File: config.mk
export PLATFORM = sky130hd
export DESIGN_NAME = bus_responder
export DESIGN_NICKNAME = d
export VERILOG_FILES = /design/src/rtl/bus_responder.sv
export SDC_FILE = /design/constraint.sdc
export NUM_CORES = 1
export LEC_CHECK = 0
export CAP_MARGIN = 30
export CORE_MARGIN = 1.5
export CORE_UTILIZATION = 46
export DETAILED_ROUTE_END_ITERATION = 10
export PLACE_DENSITY = 0.79
export SKIP_CTS_REPAIR_TIMING = 1
export SLEW_MARGIN = 20
export SYNTH_ARGS = -nofsm -noshare
export SYNTH_HDL_FRONTEND = slang
export SYNTH_SLANG_ARGS = --single-unit
export TNS_END_PERCENT = 30
File: constraint.sdc
create_clock -name clk -period 1.9 [get_ports clk]
set_input_delay 0.38 -clock clk [delete_from_list [all_inputs] [get_ports clk]]
set_output_delay 0.38 -clock clk [all_outputs]
set_load 0.05 [all_outputs]
File: src/rtl/bus_responder.sv
// bus_responder: target side of the CPU's multiplexed 8-bit bus.
// Collects a two-byte address over two handshake beats, then performs one
// read or write on a variable-latency backing-store port during the data beat
// and returns the read data (or absorbs the write data) over the same bus.
`timescale 1ns/1ps

module bus_responder #(
    parameter int SYNC_STAGES = 2
) (
    input  logic        clk,
    input  logic        rst_n,
    input  logic        bus_req_in,
    input  logic        bus_rd_in,
    input  logic        bus_wr_in,
    input  logic [7:0]  bus_data_in,
    output logic [7:0]  bus_data_out,
    output logic        bus_data_oe,
    output logic        bus_ack_out,
    output logic        mem_req,
    output logic        mem_we,
    output logic [15:0] mem_addr,
    output logic [7:0]  mem_wdata,
    input  logic [7:0]  mem_rdata,
    input  logic        mem_ack,
    output logic [1:0]  beat,
    output logic        proto_err
);

    typedef enum logic [1:0] {
        WAIT_REQ = 2'd0,
        MEM      = 2'd1,
        ACK      = 2'd2
    } state_t;

    // Each stage holds {req, rd, wr}; index SYNC_STAGES-1 is the synchronised copy.
    logic [2:0]  sync_q [SYNC_STAGES];
    logic        rq;
    logic        rs;
    logic        ws;

    state_t      state_q;
    logic [1:0]  beat_q;
    logic [1:0]  beat_d;
    logic [15:0] addr_q;
    logic [7:0]  wdata_q;
    logic [7:0]  rdata_q;
    logic        ack_q;
    logic        oe_q;
    logic        mem_req_q;
    logic        mem_we_q;
    logic        proto_err_q;

    // Synchroniser chain for the handshake and strobe inputs (data is bundled, not synchronised)
    always_ff @(posedge clk or negedge rst_n) begin
        if (!rst_n) begin
            for (int i = 0; i < SYNC_STAGES; i++) begin
                sync_q[i] <= 3'b000;
            end
        end else begin
            for (int i = SYNC_STAGES - 1; i > 0; i--) begin
                sync_q[i] <= sync_q[i-1];
            end
            sync_q[0] <= {bus_req_in, bus_rd_in, bus_wr_in};
        end
    end

    assign rq = sync_q[SYNC_STAGES-1][2];
    assign rs = sync_q[SYNC_STAGES-1][1];
    assign ws = sync_q[SYNC_STAGES-1][0];

    // Beat counter advances 0 -> 1 -> 2 -> 0 at the end of each handshake
    assign beat_d = (beat_q == 2'd2) ? 2'd0 : beat_q + 2'd1;

    // Main handshake / backing-store FSM with all outputs registered
    always_ff @(posedge clk or negedge rst_n) begin
        if (!rst_n) begin
            state_q     <= WAIT_REQ;
            beat_q      <= 2'd0;
            addr_q      <= 16'h0000;
            wdata_q     <= 8'h00;
            rdata_q     <= 8'h00;
            ack_q       <= 1'b0;
            oe_q        <= 1'b0;
            mem_req_q   <= 1'b0;
            mem_we_q    <= 1'b0;
            proto_err_q <= 1'b0;
        end else begin
            case (state_q)
                WAIT_REQ: begin
                    if (rq) begin
                        case (beat_q)
                            2'd0: begin
                                addr_q[7:0] <= bus_data_in;
                                ack_q       <= 1'b1;
                                state_q     <= ACK;
                            end
                            2'd1: begin
                                addr_q[15:8] <= bus_data_in;
                                ack_q        <= 1'b1;
                                state_q      <= ACK;
                            end
                            2'd2: begin
                                if (rs ^ ws) begin
                                    if (ws) begin
                                        wdata_q <= bus_data_in;
                                    end
                                    mem_we_q  <= ws;
                                    mem_req_q <= 1'b1;
                                    state_q   <= MEM;
                                end else begin
                                    // Ambiguous or missing strobe: flag it, finish the
                                    // handshake so the initiator is not left hanging.
                                    proto_err_q <= 1'b1;
                                    ack_q       <= 1'b1;
                                    state_q     <= ACK;
                                end
                            end
                            default: begin
                                beat_q <= 2'd0;
                            end
                        endcase
                    end else if (!rs && !ws) begin
                        // Idle bus with no strobes: drop any partial address.
                        beat_q <= 2'd0;
                    end
                end

                MEM: begin
                    if (mem_ack) begin
                        if (!mem_we_q) begin
                            rdata_q <= mem_rdata;
                        end
                        mem_req_q <= 1'b0;
                        ack_q     <= 1'b1;
                        oe_q      <= ~mem_we_q;
                        state_q   <= ACK;
                    end
                end

                ACK: begin
                    if (!rq) begin
                        ack_q   <= 1'b0;
                        oe_q    <= 1'b0;
                        beat_q  <= beat_d;
                        state_q <= WAIT_REQ;
                    end
                end

                default: begin
                    state_q <= WAIT_REQ;
                end
            endcase
        end
    end

    assign bus_data_out = rdata_q;
    assign bus_data_oe  = oe_q;
    assign bus_ack_out  = ack_q;
    assign mem_req      = mem_req_q;
    assign mem_we       = mem_we_q;
    assign mem_addr     = addr_q;
    assign mem_wdata    = wdata_q;
    assign beat         = beat_q;
    assign proto_err    = proto_err_q;

endmodule

==> out/results.tsv <==
metric	value	unit
finalHoldViolations	0	
outcome	finished, final reports clean	
dieWidth	68.2	um
grt_use_met1	23.2	%
yosysWarnings	0	
cts_root_buffer	clkbuf_8	
drtAntennaViolNets	0	
arrival	1.48	ns
synthesis.nets	166	
ios	61	
period_share	97.8	%
pwr-share-comb	57.0	%
use_met2	30.5	%
report.final.slew_viol_count	0	
die-area	4650	um2
path_max_fanout	2	
grt_usage	19.1	%
dpl.hpwl	3.09	mm
drt_wl_total	4.19	mm
worst_setup_path_end_kind	output pin	
rsz0062_at_grt	false	
cts-buffers-inserted	5	
drt_first_pass_iters	4	
crit_type	reg -> out	
p_sw_share	46.4	%
grt_use_met3	7.40	%
core_area	4060	um2
vdd_drop_max	0.00124	V
synthesis.area	1960	um2
path_cells	clkdlybuf4s50_1	
grt_pass1_vias	1356	
antenna_cells	0	
path_buf_inv	1	
p_per_area	1930	nW/um2
gp_congestion	0.820	
final_nets	233	
top_usage_layer	met2	
clock_power_share	12.3	%
crit_path_max_incr_delay	0.81	ns
hold_class	in -> async	
max_freq	538	MHz
wire_per_inst	16.4	um
r2r_start	state_q[1]	
port_buffers	60	
vias_per_cell	5.21	
std_cell_rows	23	
setup_tns	0	ns
slew_headroom	64.9	%
final_cell_mix	47 x dfrtp_1, 46 x clkdlybuf4s50_1, 34 x mux2_2	
overflow	0	
final_util	67.8	%
synth_cell_types	27	
startpoint_type	flop	
final_common_cell	dfrtp_1	
cts_buffer_depth	2	
cts_max_level	2	
tightest_slew	0.527	ns
p_sw	2.47	mW
p_leak	1.28	nW
grt_pass1_wl	6.35	mm
power_frac_seq	30.7	%
post-route-drc-count	0	
power	5.32	mW
slowest_stage	clkdlybuf4s50_1	
start_util	48.2	%
setup_viol	0	
cts_tree	done	
drv_cap	0	
insertion_delay	0.30	ns
dr_total_vias	1334	
required	1.52	ns
die_y	68.2	um
drt-initial-drc-count	75	
path_clk_slew	0.09	ns
cts_sinks	47	
yosysSeqAreaShare	60.1	%
grt_start_max_net_pins	27	
critical-path-top-delay-family	buffers and inverters	
fin_crit	1.86	ns
antenna_found_initial	0	
synth_seq_cells	47	
syn_area_per_cell	14.2	um2
fin_skew	0.00461	ns
p_int	2.85	mW
startpoint	mem_addr[4]	
postSynthCellCount	138	
synthToLayoutAreaGrowth	40.7	%
drive_above_1_share	28.6	%
per-stage QoR:
step | hold WS (ns) | worst slack [ns] | instances | area, um2
global route | 0.0726 | 0.000340 | 256 | 2750
global placement | 0.336 | 0.219 | 248 | 2630
CTS | 0.0720 | 0.0293 | 256 | 2740
finish | 0.0494 | 0.0422 | 256 | 2750
detailed placement | 0.338 | 0.121 | 248 | 2630
floorplan | 0.0844 | 0.184 | 138 | 1960
kinds of logic (layout without fill, tap and decap cells):
family                     after synthesis  after routing  synth area share, %
AOI/OAI and AO/OA                       17             17                 5.82
adders and majority gates                6              6                 3.84
buffers and inverters                   12             80                 2.81
DFF                                     47             47                 60.1
muxes                                   37             37                 21.1
and+or+nand+nor                         19             19                 6.27
power groups by stage:
stage	clock (mW)	sequential [mW]	combinational, mW
finish	0.654	1.64	3.03
global route	0.715	1.68	3.18
CTS	0.671	1.64	3.05
detailed placement	0	1.65	3.04
global placement	0	1.63	2.98
floorplan	0	2.88	0.746
per-layer routing:
metal	vias to the layer above	routed length (um)
met4	0	61
met1	646	1710
met5	-	0
met3	8	359
li1	620	-
met2	60	2060
Yosys cell counts, drive strengths merged:
cell	n	share of area [%]
a21boi	1	0.38
a21oi	1	0.26
a221o	1	0.51
a22oi	1	0.38
a31oi	1	0.32
buf	3	1.1
dfrtp	47	60
ha	6	3.8
inv	9	1.7
mux2	34	20
mux2i	3	1.5
nand2	5	0.96
nand3	1	0.26
nand3b	3	1.2
nand4	1	0.64
nand4b	1	0.45
nor2	6	1.7
nor3	1	0.83
o211ai	2	0.77
o21ai	6	1.5
o2bb2ai	1	0.45
o31ai	2	0.77
o41ai	1	0.45
or2	1	0.32
final cells by class:
cell class,count,area (um2)
Inverter,9,33.8
Multi-Input combinational cell,79,727
Clock buffer,7,96.3
Clock inverter,1,7.51
Fill cell,285,1310
Timing Repair Buffer,63,648
Sequential cell,47,1180
Tap cell,50,62.6
registers in the layout, indices dropped and copies added (netlist names):
| signal | cells |
|---|---|
| mem_addr | 16 |
| bus_data_oe | 1 |
| bus_data_out | 8 |
| sync_q | 4 |
| mem_we | 1 |
| beat | 2 |
| proto_err | 1 |
| rq | 1 |
| bus_ack_out | 1 |
| mem_wdata | 8 |
| mem_req | 1 |
| state_q | 2 |
| rs | 1 |
final timing paths:
check | depth (start not counted) | slack, ns | endpoint
max | 1 | 0.04 | mem_addr[4]
min | 1 | 0.05 | beat[1]
max reg2reg | 6 | 0.10 | mem_addr[6]
min reg2reg | 0 | 0.36 | rq
max in group asynchronous | 2 | 1.34 | mem_addr[3]
min in group clk | 0 | 0.36 | rq
Note: power is estimated with default switching activity, not from simulation.
